[config.mk]
export PLATFORM = sky130hd
export DESIGN_NAME = countdown_timer_flat
export DESIGN_NICKNAME = d
export VERILOG_FILES = /design/src/rtl/countdown_timer_if.sv /design/src/rtl/countdown_timer.sv /design/src/flat_wrapper.sv
export SDC_FILE = /design/constraint.sdc
export NUM_CORES = 1
export LEC_CHECK = 0
export BUFFER_PORTS_ARGS = -buffer_cell sky130_fd_sc_hd__buf_4
export CORE_AREA = 2 2 93 95
export CTS_CLUSTER_DIAMETER = 120
export DETAILED_ROUTE_END_ITERATION = 16
export DIE_AREA = 0 0 95 97
export PLACE_DENSITY = 0.78
export SLEW_MARGIN = 20
export SYNTH_ARGS = -nofsm -noshare
export SYNTH_HDL_FRONTEND = slang
export SYNTH_SLANG_ARGS = --single-unit
[constraint.sdc]
create_clock -name clock -period 4.3 [get_ports clock]
set_clock_uncertainty 0.2 [all_clocks]
set_input_delay 1.075 -clock clock [delete_from_list [all_inputs] [get_ports clock]]
set_output_delay 1.075 -clock clock [all_outputs]
set_load 0.01 [all_outputs]
[src/rtl/countdown_timer_if.sv]
// Front-panel bundle for countdown_timer: run/load controls, M:SS start value,
// the five seven-segment digit outputs and the status flags.
interface countdown_timer_if;
    logic       enable;
    logic       load;
    logic [3:0] load_min;
    logic [5:0] load_sec;
    logic [6:0] HEXfour;
    logic [6:0] HEXthree;
    logic [6:0] HEXtwo;
    logic [6:0] HEXone;
    logic [6:0] HEXzero;
    logic       running;
    logic       done;

    modport master (
        output enable, load, load_min, load_sec,
        input  HEXfour, HEXthree, HEXtwo, HEXone, HEXzero, running, done
    );

    modport slave (
        input  enable, load, load_min, load_sec,
        output HEXfour, HEXthree, HEXtwo, HEXone, HEXzero, running, done
    );
endinterface

[src/rtl/countdown_timer.sv]
// M:SS.hh count-down timer: BCD digit registers decremented once per 1/100 s
// prescaler period, shown on five active-low seven-segment displays.
module countdown_timer #(
    parameter int TICK_DIV = 500000
) (
    input  logic               clock,
    input  logic               resetn,
    countdown_timer_if.slave   tmr
);

    localparam int PW = $clog2(TICK_DIV);
    localparam logic [PW-1:0] TICK_LAST = PW'(TICK_DIV - 1);

    typedef enum logic [1:0] {
        IDLE    = 2'd0,
        RUN     = 2'd1,
        PAUSE   = 2'd2,
        EXPIRED = 2'd3
    } state_t;

    state_t        state_q, state_d;
    logic [PW-1:0] presc_q, presc_d;
    logic [3:0]    m_q, m_d;
    logic [2:0]    s1_q, s1_d;
    logic [3:0]    s0_q, s0_d;
    logic [3:0]    c1_q, c1_d;
    logic [3:0]    c0_q, c0_d;

    logic [3:0]    dec_m_s, dec_s0_s, dec_c1_s, dec_c0_s;
    logic [2:0]    dec_s1_s;
    logic          count_zero_s, dec_zero_s;
    logic [3:0]    ld_min_s;
    logic [6:0]    ld_sec_bcd_s;

    function automatic logic [6:0] seg7(input logic [3:0] d);
        logic [6:0] s;
        case (d)
            4'd0:    s = 7'b1000000;
            4'd1:    s = 7'b1111001;
            4'd2:    s = 7'b0100100;
            4'd3:    s = 7'b0110000;
            4'd4:    s = 7'b0011001;
            4'd5:    s = 7'b0010010;
            4'd6:    s = 7'b0000010;
            4'd7:    s = 7'b1111000;
            4'd8:    s = 7'b0000000;
            4'd9:    s = 7'b0010000;
            default: s = 7'b1111111;
        endcase
        return s;
    endfunction

    // Clamps seconds to 59 and splits into {tens[2:0], ones[3:0]}.
    function automatic logic [6:0] sec_to_bcd(input logic [5:0] sec);
        logic [2:0] tens;
        logic [3:0] ones;
        if (sec > 6'd59) begin
            tens = 3'd5; ones = 4'd9;
        end else if (sec >= 6'd50) begin
            tens = 3'd5; ones = 4'(sec - 6'd50);
        end else if (sec >= 6'd40) begin
            tens = 3'd4; ones = 4'(sec - 6'd40);
        end else if (sec >= 6'd30) begin
            tens = 3'd3; ones = 4'(sec - 6'd30);
        end else if (sec >= 6'd20) begin
            tens = 3'd2; ones = 4'(sec - 6'd20);
        end else if (sec >= 6'd10) begin
            tens = 3'd1; ones = 4'(sec - 6'd10);
        end else begin
            tens = 3'd0; ones = 4'(sec);
        end
        return {tens, ones};
    endfunction

    // Load-value conditioning and the one-hundredth borrow chain.
    always_comb begin
        ld_min_s     = (tmr.load_min > 4'd9) ? 4'd9 : tmr.load_min;
        ld_sec_bcd_s = sec_to_bcd(tmr.load_sec);

        dec_c0_s = (c0_q == 4'd0) ? 4'd9 : c0_q - 4'd1;
        dec_c1_s = c1_q;
        dec_s0_s = s0_q;
        dec_s1_s = s1_q;
        dec_m_s  = m_q;
        if (c0_q == 4'd0) begin
            dec_c1_s = (c1_q == 4'd0) ? 4'd9 : c1_q - 4'd1;
            if (c1_q == 4'd0) begin
                dec_s0_s = (s0_q == 4'd0) ? 4'd9 : s0_q - 4'd1;
                if (s0_q == 4'd0) begin
                    dec_s1_s = (s1_q == 3'd0) ? 3'd5 : s1_q - 3'd1;
                    if (s1_q == 3'd0) begin
                        dec_m_s = m_q - 4'd1;
                    end else begin
                        dec_m_s = m_q;
                    end
                end else begin
                    dec_s1_s = s1_q;
                end
            end else begin
                dec_s0_s = s0_q;
            end
        end else begin
            dec_c1_s = c1_q;
        end

        count_zero_s = (m_q == 4'd0) && (s1_q == 3'd0) && (s0_q == 4'd0)
                    && (c1_q == 4'd0) && (c0_q == 4'd0);
        dec_zero_s   = (dec_m_s == 4'd0) && (dec_s1_s == 3'd0) && (dec_s0_s == 4'd0)
                    && (dec_c1_s == 4'd0) && (dec_c0_s == 4'd0);
    end

    // Next-state: load overrides everything, then the run/pause/expire FSM.
    always_comb begin
        state_d = state_q;
        presc_d = presc_q;
        m_d     = m_q;
        s1_d    = s1_q;
        s0_d    = s0_q;
        c1_d    = c1_q;
        c0_d    = c0_q;
        if (tmr.load) begin
            m_d     = ld_min_s;
            s1_d    = ld_sec_bcd_s[6:4];
            s0_d    = ld_sec_bcd_s[3:0];
            c1_d    = 4'd0;
            c0_d    = 4'd0;
            presc_d = {PW{1'b0}};
            state_d = IDLE;
        end else begin
            case (state_q)
                IDLE: begin
                    if (tmr.enable && !count_zero_s) begin
                        state_d = RUN;
                    end else begin
                        state_d = IDLE;
                    end
                end
                RUN: begin
                    if (!tmr.enable) begin
                        state_d = PAUSE;
                    end else if (presc_q == TICK_LAST) begin
                        presc_d = {PW{1'b0}};
                        m_d     = dec_m_s;
                        s1_d    = dec_s1_s;
                        s0_d    = dec_s0_s;
                        c1_d    = dec_c1_s;
                        c0_d    = dec_c0_s;
                        if (dec_zero_s) begin
                            state_d = EXPIRED;
                        end else begin
                            state_d = RUN;
                        end
                    end else begin
                        presc_d = presc_q + {{(PW-1){1'b0}}, 1'b1};
                    end
                end
                PAUSE: begin
                    if (tmr.enable) begin
                        state_d = RUN;
                    end else begin
                        state_d = PAUSE;
                    end
                end
                EXPIRED: state_d = EXPIRED;
                default: state_d = IDLE;
            endcase
        end
    end

    // State, prescaler and digit registers with synchronous active-low reset.
    always_ff @(posedge clock) begin
        if (!resetn) begin
            state_q <= IDLE;
            presc_q <= {PW{1'b0}};
            m_q     <= 4'd0;
            s1_q    <= 3'd0;
            s0_q    <= 4'd0;
            c1_q    <= 4'd0;
            c0_q    <= 4'd0;
        end else begin
            state_q <= state_d;
            presc_q <= presc_d;
            m_q     <= m_d;
            s1_q    <= s1_d;
            s0_q    <= s0_d;
            c1_q    <= c1_d;
            c0_q    <= c0_d;
        end
    end

    assign tmr.HEXfour  = seg7(m_q);
    assign tmr.HEXthree = seg7({1'b0, s1_q});
    assign tmr.HEXtwo   = seg7(s0_q);
    assign tmr.HEXone   = seg7(c1_q);
    assign tmr.HEXzero  = seg7(c0_q);
    assign tmr.running  = (state_q == RUN);
    assign tmr.done     = (state_q == EXPIRED);

endmodule

[src/flat_wrapper.sv]
// flat-port wrapper written by rule: the top's interface ports become plain ports
module countdown_timer_flat 
#(
    parameter int TICK_DIV = 500000
)
  (clock, resetn, tmr_enable, tmr_load, tmr_load_min, tmr_load_sec, tmr_HEXfour, tmr_HEXthree, tmr_HEXtwo, tmr_HEXone, tmr_HEXzero, tmr_running, tmr_done);
  countdown_timer_if tmr_i ();
  input  logic clock;
  input  logic resetn;
  input wire logic [$bits(tmr_i.enable)-1:0] tmr_enable;
  input wire logic [$bits(tmr_i.load)-1:0] tmr_load;
  input wire logic [$bits(tmr_i.load_min)-1:0] tmr_load_min;
  input wire logic [$bits(tmr_i.load_sec)-1:0] tmr_load_sec;
  output wire logic [$bits(tmr_i.HEXfour)-1:0] tmr_HEXfour;
  output wire logic [$bits(tmr_i.HEXthree)-1:0] tmr_HEXthree;
  output wire logic [$bits(tmr_i.HEXtwo)-1:0] tmr_HEXtwo;
  output wire logic [$bits(tmr_i.HEXone)-1:0] tmr_HEXone;
  output wire logic [$bits(tmr_i.HEXzero)-1:0] tmr_HEXzero;
  output wire logic [$bits(tmr_i.running)-1:0] tmr_running;
  output wire logic [$bits(tmr_i.done)-1:0] tmr_done;
  assign tmr_i.enable = tmr_enable;
  assign tmr_i.load = tmr_load;
  assign tmr_i.load_min = tmr_load_min;
  assign tmr_i.load_sec = tmr_load_sec;
  assign tmr_HEXfour = tmr_i.HEXfour;
  assign tmr_HEXthree = tmr_i.HEXthree;
  assign tmr_HEXtwo = tmr_i.HEXtwo;
  assign tmr_HEXone = tmr_i.HEXone;
  assign tmr_HEXzero = tmr_i.HEXzero;
  assign tmr_running = tmr_i.running;
  assign tmr_done = tmr_i.done;
  countdown_timer #(.TICK_DIV(TICK_DIV)) u_core (.clock(clock), .resetn(resetn), .tmr(tmr_i));
endmodule
# ---- Word level (Yosys, flattened, before mapping)
# Memory sizes are Yosys's and may differ from the RTL's. A register that Yosys moved wholly into a read port is not among the register bits.
# Cells that the tools add are included.
dict set report classes {
  n_addsub 11
  n_mul 0
  n_reduce_logical 28
  n_lt_le_gt_ge 7
  n_bitwise 1
  mux 56
  shift 0
  div 0
  n_eq_ne 5
}
# operator n
set op_table {}
lappend op_table {{4-bit 2-to-1 mux} 33}
lappend op_table {{3-bit 2-to-1 mux} 15}
lappend op_table {{4-bit zero test} 8}
lappend op_table {{19-bit by 1-bit adder with 19-bit output (second input constant)} 1}
lappend op_table {{19-bit equality test (second input constant)} 1}
lappend op_table {{19-bit 2-to-1 mux} 1}
lappend op_table {{4-bit by 1-bit subtractor with 4-bit output (second input constant)} 4}
lappend op_table {{6-bit by 5-bit greater-or-equal comparator with 1-bit output (second input constant)} 2}
lappend op_table {{6-bit greater-or-equal comparator (second input constant)} 2}
lappend op_table {{4-bit subtractor (second input constant)} 3}
lappend op_table {{1-bit logical AND} 9}
lappend op_table {{2-bit 2-to-1 mux} 4}
lappend op_table {{2-bit case mux with 4 select lines} 1}
lappend op_table {{6-bit by 4-bit greater-or-equal comparator with 1-bit output (second input constant)} 1}
lappend op_table {{6-bit greater-than comparator (second input constant)} 1}
lappend op_table {{3-bit zero test} 2}
lappend op_table {{3-bit AND reduction} 2}
lappend op_table {{2-bit nonzero test} 3}
lappend op_table {{2-bit equality test (second input constant)} 2}
lappend op_table {{4-bit greater-than comparator (second input constant)} 1}
lappend op_table {{4-bit by 2-bit subtractor with 4-bit output (second input constant)} 1}
lappend op_table {{4-bit by 3-bit subtractor with 4-bit output (second input constant)} 1}
lappend op_table {{3-bit by 2-bit inequality test with 1-bit output (second input constant)} 1}
lappend op_table {{3-bit by 1-bit subtractor with 3-bit output (second input constant)} 1}
lappend op_table {{other kinds (7)} 8}
dict set report totals {
  latchBits 0
  inputBits 14
  mem_bits_rw 0
  rom_bits 504
  ff_bits 40
  n_memories 5
  out_inout_bits 37
  elab_cells 120
}
# memory depth word_bits rd rd_clocked_by_memory_dff write_ports line
set mem_list {}
lappend mem_list {{(no name shown)} 16 7 1 1 0 countdown_timer.sv:37} ;# case (d)
lappend mem_list {{(no name shown)} 16 7 1 1 0 countdown_timer.sv:37}
lappend mem_list {{(no name shown)} 16 7 1 1 0 countdown_timer.sv:37}
lappend mem_list {{(no name shown)} 16 7 1 1 0 countdown_timer.sv:37}
lappend mem_list {{(no name shown)} 8 7 1 1 0 countdown_timer.sv:37}

# ---- Logic depth before layout (Yosys ltp)
dict set report depth {
  depth_word 14
  ltp_mapped 13
  depth_no_buf 12
}

# ---- Worst setup path after synthesis
# No wires, ideal clock.
dict set report synth_path {
  path_type {input to register}
  start {input tmr_load_sec[1]}
  end {register u_core.tmr.HEXtwo[1] (netlist name)}
  arrival_ns 3.382
  n_path_buf 0
  cell_stages 10
  required_time_ns 4.030
  setup_slack_ns 0.648
  cell_sequence {inv_1 > ha_1 > and4bb_2 > or2_2 > o31a_1 > mux2i_1 > o41a_1 > ha_1 > or2_0 > a21oi_1}
}
dict set report synth_via {
  elab_chain_cells 10
  word_cells_on_any_way 20
  classes_between {add/sub: 5; order compare: 6; mux: 9}
}
# item line
set synth_rtl {}
lappend synth_rtl {{from (decl)} flat_wrapper.sv:13} ;# input wire logic [$bits(tmr_i.load_sec)-1:0] tmr_load_sec;
lappend synth_rtl {{6-bit by 4-bit greater-or-equal comparator with 1-bit output / 4-bit subtractor (equally long branches)} {countdown_timer.sv:67, countdown_timer.sv:68}}
lappend synth_rtl {{4-bit 2-to-1 mux} countdown_timer.sv:67} ;# end else if (sec >= 6'd10) begin
lappend synth_rtl {{4-bit 2-to-1 mux} countdown_timer.sv:65} ;# end else if (sec >= 6'd20) begin
lappend synth_rtl {{4-bit 2-to-1 mux} countdown_timer.sv:63} ;# end else if (sec >= 6'd30) begin
lappend synth_rtl {{4-bit 2-to-1 mux} countdown_timer.sv:61} ;# end else if (sec >= 6'd40) begin
lappend synth_rtl {{4-bit 2-to-1 mux} countdown_timer.sv:59} ;# end else if (sec >= 6'd50) begin
lappend synth_rtl {{4-bit 2-to-1 mux (*)} countdown_timer.sv:57} ;# if (sec > 6'd59) begin
lappend synth_rtl {{4-bit 2-to-1 mux (*)} countdown_timer.sv:121} ;# if (tmr.load) begin
lappend synth_rtl {{4-bit 2-to-1 mux (no line) (*) (2 in a row)} --}
# Every way passes the cells marked *; elsewhere a longest branch is shown, timed or not.
# A chain may end at the register's enable or synchronous reset.

# ---- Final worst setup path
dict set report layout_path {
  start {input tmr_load_sec[1]}
  end {register u_core.tmr.HEXtwo[4] (netlist name)}
}
dict set report layout_via {
  elab_chain_cells 10
  word_cells_on_any_way 20
  classes_between {add/sub: 5; order compare: 6; mux: 9}
}
# item line
set layout_rtl {}
lappend layout_rtl {{6-bit by 4-bit greater-or-equal comparator with 1-bit output / 4-bit subtractor (equally long branches)} {countdown_timer.sv:67, countdown_timer.sv:68}}
lappend layout_rtl {{4-bit 2-to-1 mux} countdown_timer.sv:67}
lappend layout_rtl {{4-bit 2-to-1 mux} countdown_timer.sv:65}
lappend layout_rtl {{4-bit 2-to-1 mux} countdown_timer.sv:63}
lappend layout_rtl {{4-bit 2-to-1 mux} countdown_timer.sv:61}
lappend layout_rtl {{4-bit 2-to-1 mux} countdown_timer.sv:59}
lappend layout_rtl {{4-bit 2-to-1 mux (*)} countdown_timer.sv:57}
lappend layout_rtl {{4-bit 2-to-1 mux (*)} countdown_timer.sv:121}
lappend layout_rtl {{4-bit 2-to-1 mux (no line) (*) (2 in a row)} --}
# Marked as above.

==> key figures <==
Critical path
  • CP cell instances: buf_4 -> inv_1 -> ha_1 -> and4bb_2 -> or2_2 -> o31a_1 -> mux2i_1 -> o41a_1 -> inv_1 -> ha_1 -> nand2_1 -> mux2_2
  • Slowest CP cell: o41a_1
  • Setup crit end: u_core.tmr.HEXtwo[4]$_DFF_P_
  • Worst R2R Start: u_core.presc_q[0]$_SDFFE_PP0P_
  • Crit end category: register
  • WP data arrival: ~3.7 ns
  • CP required: roughly 4.3 ns
  • Critical Path Source: tmr_load_sec[1]
  • Worst setup path category: input port to register
  • Startpoint types: input port
  • Critical path fanouts, max: 10
  • Reg2Reg Setup Slack: between 0.9 and 1 ns
  • CP peak stage delay: 0.51 ns
  • Worst Reg-to-Reg Cells: 10
  • RR Endpoint: u_core.tmr.HEXthree[3]$_DFF_P_

Detailed routing
  • Final WL: ~10000 um
  • Post-DRT Antenna Nets: 0
  • Met1 wire length: ~4600 um
  • Residual DRC count: 0
  • Met3 wire len: between 500 and 600 um
  • Routed len/inst: 14.7 um
  • DR top layer: met4
  • 1st-iter DRT viols: around 230
  • Vias/cell: a little under 6
  • 1st-pass router iterations: 5
  • Met2 routed WL: 4910 um
  • DR vias: 4099

Synth
  • Top-area cell type share of the netlist area: 31.9%
  • Post-synth ARST share: 0%
  • Post-synth top flop: dfxtp_1
  • EDFF count, synth: 0
  • Synthesized net count: roughly 590
  • Synth Area per Inst: between 8 and 9 um2
  • Cell variety after synth: 81
  • Cell count after synthesis: around 540
  • Seq/Total Area, Yosys: a little under a third
  • Synth top area cells: dfxtp_1 (32%), ha_1 (11%), mux2i_1 (3.6%)
  • Yosys reg bits: between 70 and 80
  • Post-Syn Area: approximately 0.0047 mm2
  • Synth warnings: 0
  • Yosys top cell by area: dfxtp_1

STA
  • Tcrit/Tclk final: 85.6%
  • Max Freq: about 0.27 GHz
  • Slew @ Worst Pin: ~0.72 ns
  • Final hold violations: 0
  • Setup total negative slack: 0 ns
  • Fin. max-slew vios: 0
  • Max-slew headroom: 51.3%
  • Final worst path period need: roughly 3.7 ns
  • RSZ-0062 raised after global routing: no
  • Final setup vio count: 0

Power and ir drop
  • Maximum VDD drop: approximately 0.16 mV
  • Leak: 2.26 nW
  • Pwr dens: about 280 mW/mm2

Floorplan
  • IO Count: 51
  • Core area: between 0.008 and 0.009 mm2
  • Starting density of the core: 57.9%
  • Die Span Y: between 90 and 100 um
  • Die ar.: 0.00922 mm2
  • Die Width: ~95 um
  • Num rows: 33

Global route
  • Grt ovf: 0
  • Largest net degree at the start of global routing: 26
  • Number of global-route vias before repair: between 3000 and 4000
  • Gr usage total: 23.4%
  • First-pass GRT wire length: around 18000 um
  • Initial antenna violation count: 0

Placement
  • Placed Instances: slightly below 700
  • PortBufs: 50
  • HPWL Detailed: 7680 um
  • GP Congestion: 0.907

Run
  • Max_cap viols: 0

Layout
  • Final Non-Filler Cells: between 600 and 700
  • # nets final: about 640
  • Fillcell total: around 680
  • Footprint of the multi-input gates: around 0.0029 mm2
  • Layout overhead on the synthesized area: 13.7%
  • Register Area: ~0.0015 mm2
  • Antenna cells: 0
  • Share of layout cells above drive strength 1: roughly a fifth

Clocking
  • Max clock buf depth: 2
  • Worst-skew pair later-pin latency: around 0.34 ns
  • Hold Buf Count CTS: 0
  • Clock Sink Count: 75
  • Total CTS buffers: 9
  • CTS tree: done
  • Clock root buffer master: clkbuf_8
  • CTS HTree Levels: 3
  • Worst-path clk slew: roughly 0.070 ns
  • Postcts setup bufs: 0
  • Post-CTS resize count: 0

Hold path
  • Worst min path class: register to register

Outcome
  • Status: finished, final reports clean
==> worst max-delay path: cells and delay by family <==
kind            cells  cell delay (ns)
compound gates      2             0.83
fa+ha+maj           2             0.40
buf+inv             3             0.39
simple gates        3             0.62
mux                 2             0.40
==> cells by family after synthesis <==
| family | Yosys count | synth area share (%) |
|---|---|---|
| XOR/XNOR | 19 | 3.54 |
| AO/OA/AOI/OAI | 129 | 20.2 |
| multiplexers | 21 | 4.57 |
| flip-flops | 75 | 31.9 |
| buffers and inverters | 61 | 5.64 |
| AND/OR/NAND/NOR | 189 | 23.3 |
| adder cells (fa/ha/maj) | 41 | 10.8 |
==> placed cells by master (no fill, tap or decap), types with 4 or more instances in the layout <==
| master | instances |
|---|---|
| a211oi_1 | 4 |
| a21boi_0 | 5 |
| a21o_1 | 4 |
| a21oi_1 | 28 |
| a31oi_1 | 6 |
| and2_1 | 5 |
| and3_1 | 7 |
| buf_4 | 63 |
| clkbuf_8 | 9 |
| dfxtp_1 | 75 |
| ha_1 | 40 |
| inv_1 | 36 |
| mux2_2 | 4 |
| mux2i_1 | 17 |
| nand2_1 | 37 |
| nand2b_1 | 5 |
| nand3_1 | 15 |
| nand4_1 | 7 |
| nor2_1 | 42 |
| nor2b_1 | 5 |
| nor3_1 | 15 |
| nor4_1 | 7 |
| o211ai_1 | 4 |
| o21a_1 | 6 |
| o21ai_0 | 25 |
| or2_2 | 5 |
| or3_1 | 7 |
| or4_1 | 4 |
| xnor2_1 | 7 |
| xor2_1 | 12 |
==> worst min path at each step <==
| stage | startpoint | end | slack, ns | cells after the start |
|---|---|---|---|---|
| 3_5_place_dp | u_core.presc_q[1]$_SDFFE_PP0P_ | u_core.presc_q[1]$_SDFFE_PP0P_ | 0.29 | 2 |
| 6_report | u_core.presc_q[1]$_SDFFE_PP0P_ | u_core.presc_q[1]$_SDFFE_PP0P_ | 0.30 | 2 |
| 2_1_floorplan | u_core.presc_q[1]$_SDFFE_PP0P_ | u_core.presc_q[1]$_SDFFE_PP0P_ | 0.25 | 2 |
| 3_3_place_gp | u_core.presc_q[1]$_SDFFE_PP0P_ | u_core.presc_q[1]$_SDFFE_PP0P_ | 0.26 | 2 |
| 5_1_grt | u_core.presc_q[18]$_SDFFE_PP0P_ | u_core.presc_q[18]$_SDFFE_PP0P_ | 0.32 | 2 |
| 4_1_cts | u_core.presc_q[1]$_SDFFE_PP0P_ | u_core.presc_q[1]$_SDFFE_PP0P_ | 0.30 | 2 |
==> through the flow <==
| step | hold slack, ns | util [%] | power, mW | setup slack, ns | cell area [um2] |
|---|---|---|---|---|---|
| final | 0.297 | 65.8 | 1.47 | 0.618 | 5350 |
| after global routing | 0.323 | 65.8 | 1.55 | 0.493 | 5350 |
| after CTS | 0.299 | 65.8 | 1.49 | 0.674 | 5350 |
| after detailed placement | 0.288 | 63.9 | 1.04 | 0.298 | 5190 |
| after global placement | 0.261 | 63.9 | 1.03 | 0.370 | 5190 |
| after floorplan | 0.249 | - | 0.939 | 0.648 | 4710 |
==> area by class of cell <==
class,count,area share (%)
Inverter,39,2.76
Sequential cell,75,28.1
Timing Repair Buffer,63,8.84
Clock inverter,5,0.608
Clock buffer,9,2.32
Multi-Input combinational cell,399,55.0
Tap cell,105,2.46
==> where the power goes <==
part	internal (mW)	leakage (nW)	total (mW)	switching (mW)
combinational	0.125	1.57	0.274	0.149
clock	0.200	0.0730	0.449	0.248
sequential	0.731	0.613	0.750	0.0189
total	1.06	2.26	1.47	0.416
==> Yosys cell counts (3+ instances only) <==
library cell  number
dfxtp_1           75
nor2_1            42
ha_1              40
nand2_1           37
inv_1             36
a21oi_1           28
o21ai_0           25
mux2i_1           17
nand3_1           15
nor3_1            15
xor2_1            12
clkbuf_1          11
and3_1             7
buf_2              7
nand4_1            7
nor4_1             7
or3_1              7
xnor2_1            7
a31oi_1            6
o21a_1             6
a21boi_0           5
and2_1             5
nand2b_1           5
nor2b_1            5
or2_2              5
a211oi_1           4
a21o_1             4
mux2_2             4
o211ai_1           4
or4_1              4
and4bb_2           3
buf_6              3
nand3b_1           3
nor3_2             3
nor3b_1            3
nor4b_4            3
o2111ai_1          3
o21bai_1           3
o221a_2            3
o2bb2ai_1          3
==> routing by layer <==
| layer | GRT usage, % | vias to the layer above |
|---|---|---|
| met1 | 30.2 | 1928 |
| met2 | 38.4 | 131 |
| met4 | 9.03 | 0 |
| met5 | 0 | - |
| met3 | 3.89 | 21 |
| li1 | - | 2019 |
==> sequential cells by signal, indices dropped and copies added (netlist names) <==
register             cells
u_core.s1_q              3
u_core.tmr.HEXfour       7
u_core.c1_q              4
u_core.tmr.HEXzero       7
u_core.tmr.HEXone        7
u_core.tmr.HEXtwo        7
u_core.presc_q          19
u_core.m_q               4
u_core.c0_q              4
u_core.s0_q              4
u_core.state_q           2
u_core.tmr.HEXthree      7
No activity file was read; power rests on OpenSTA's default activity.
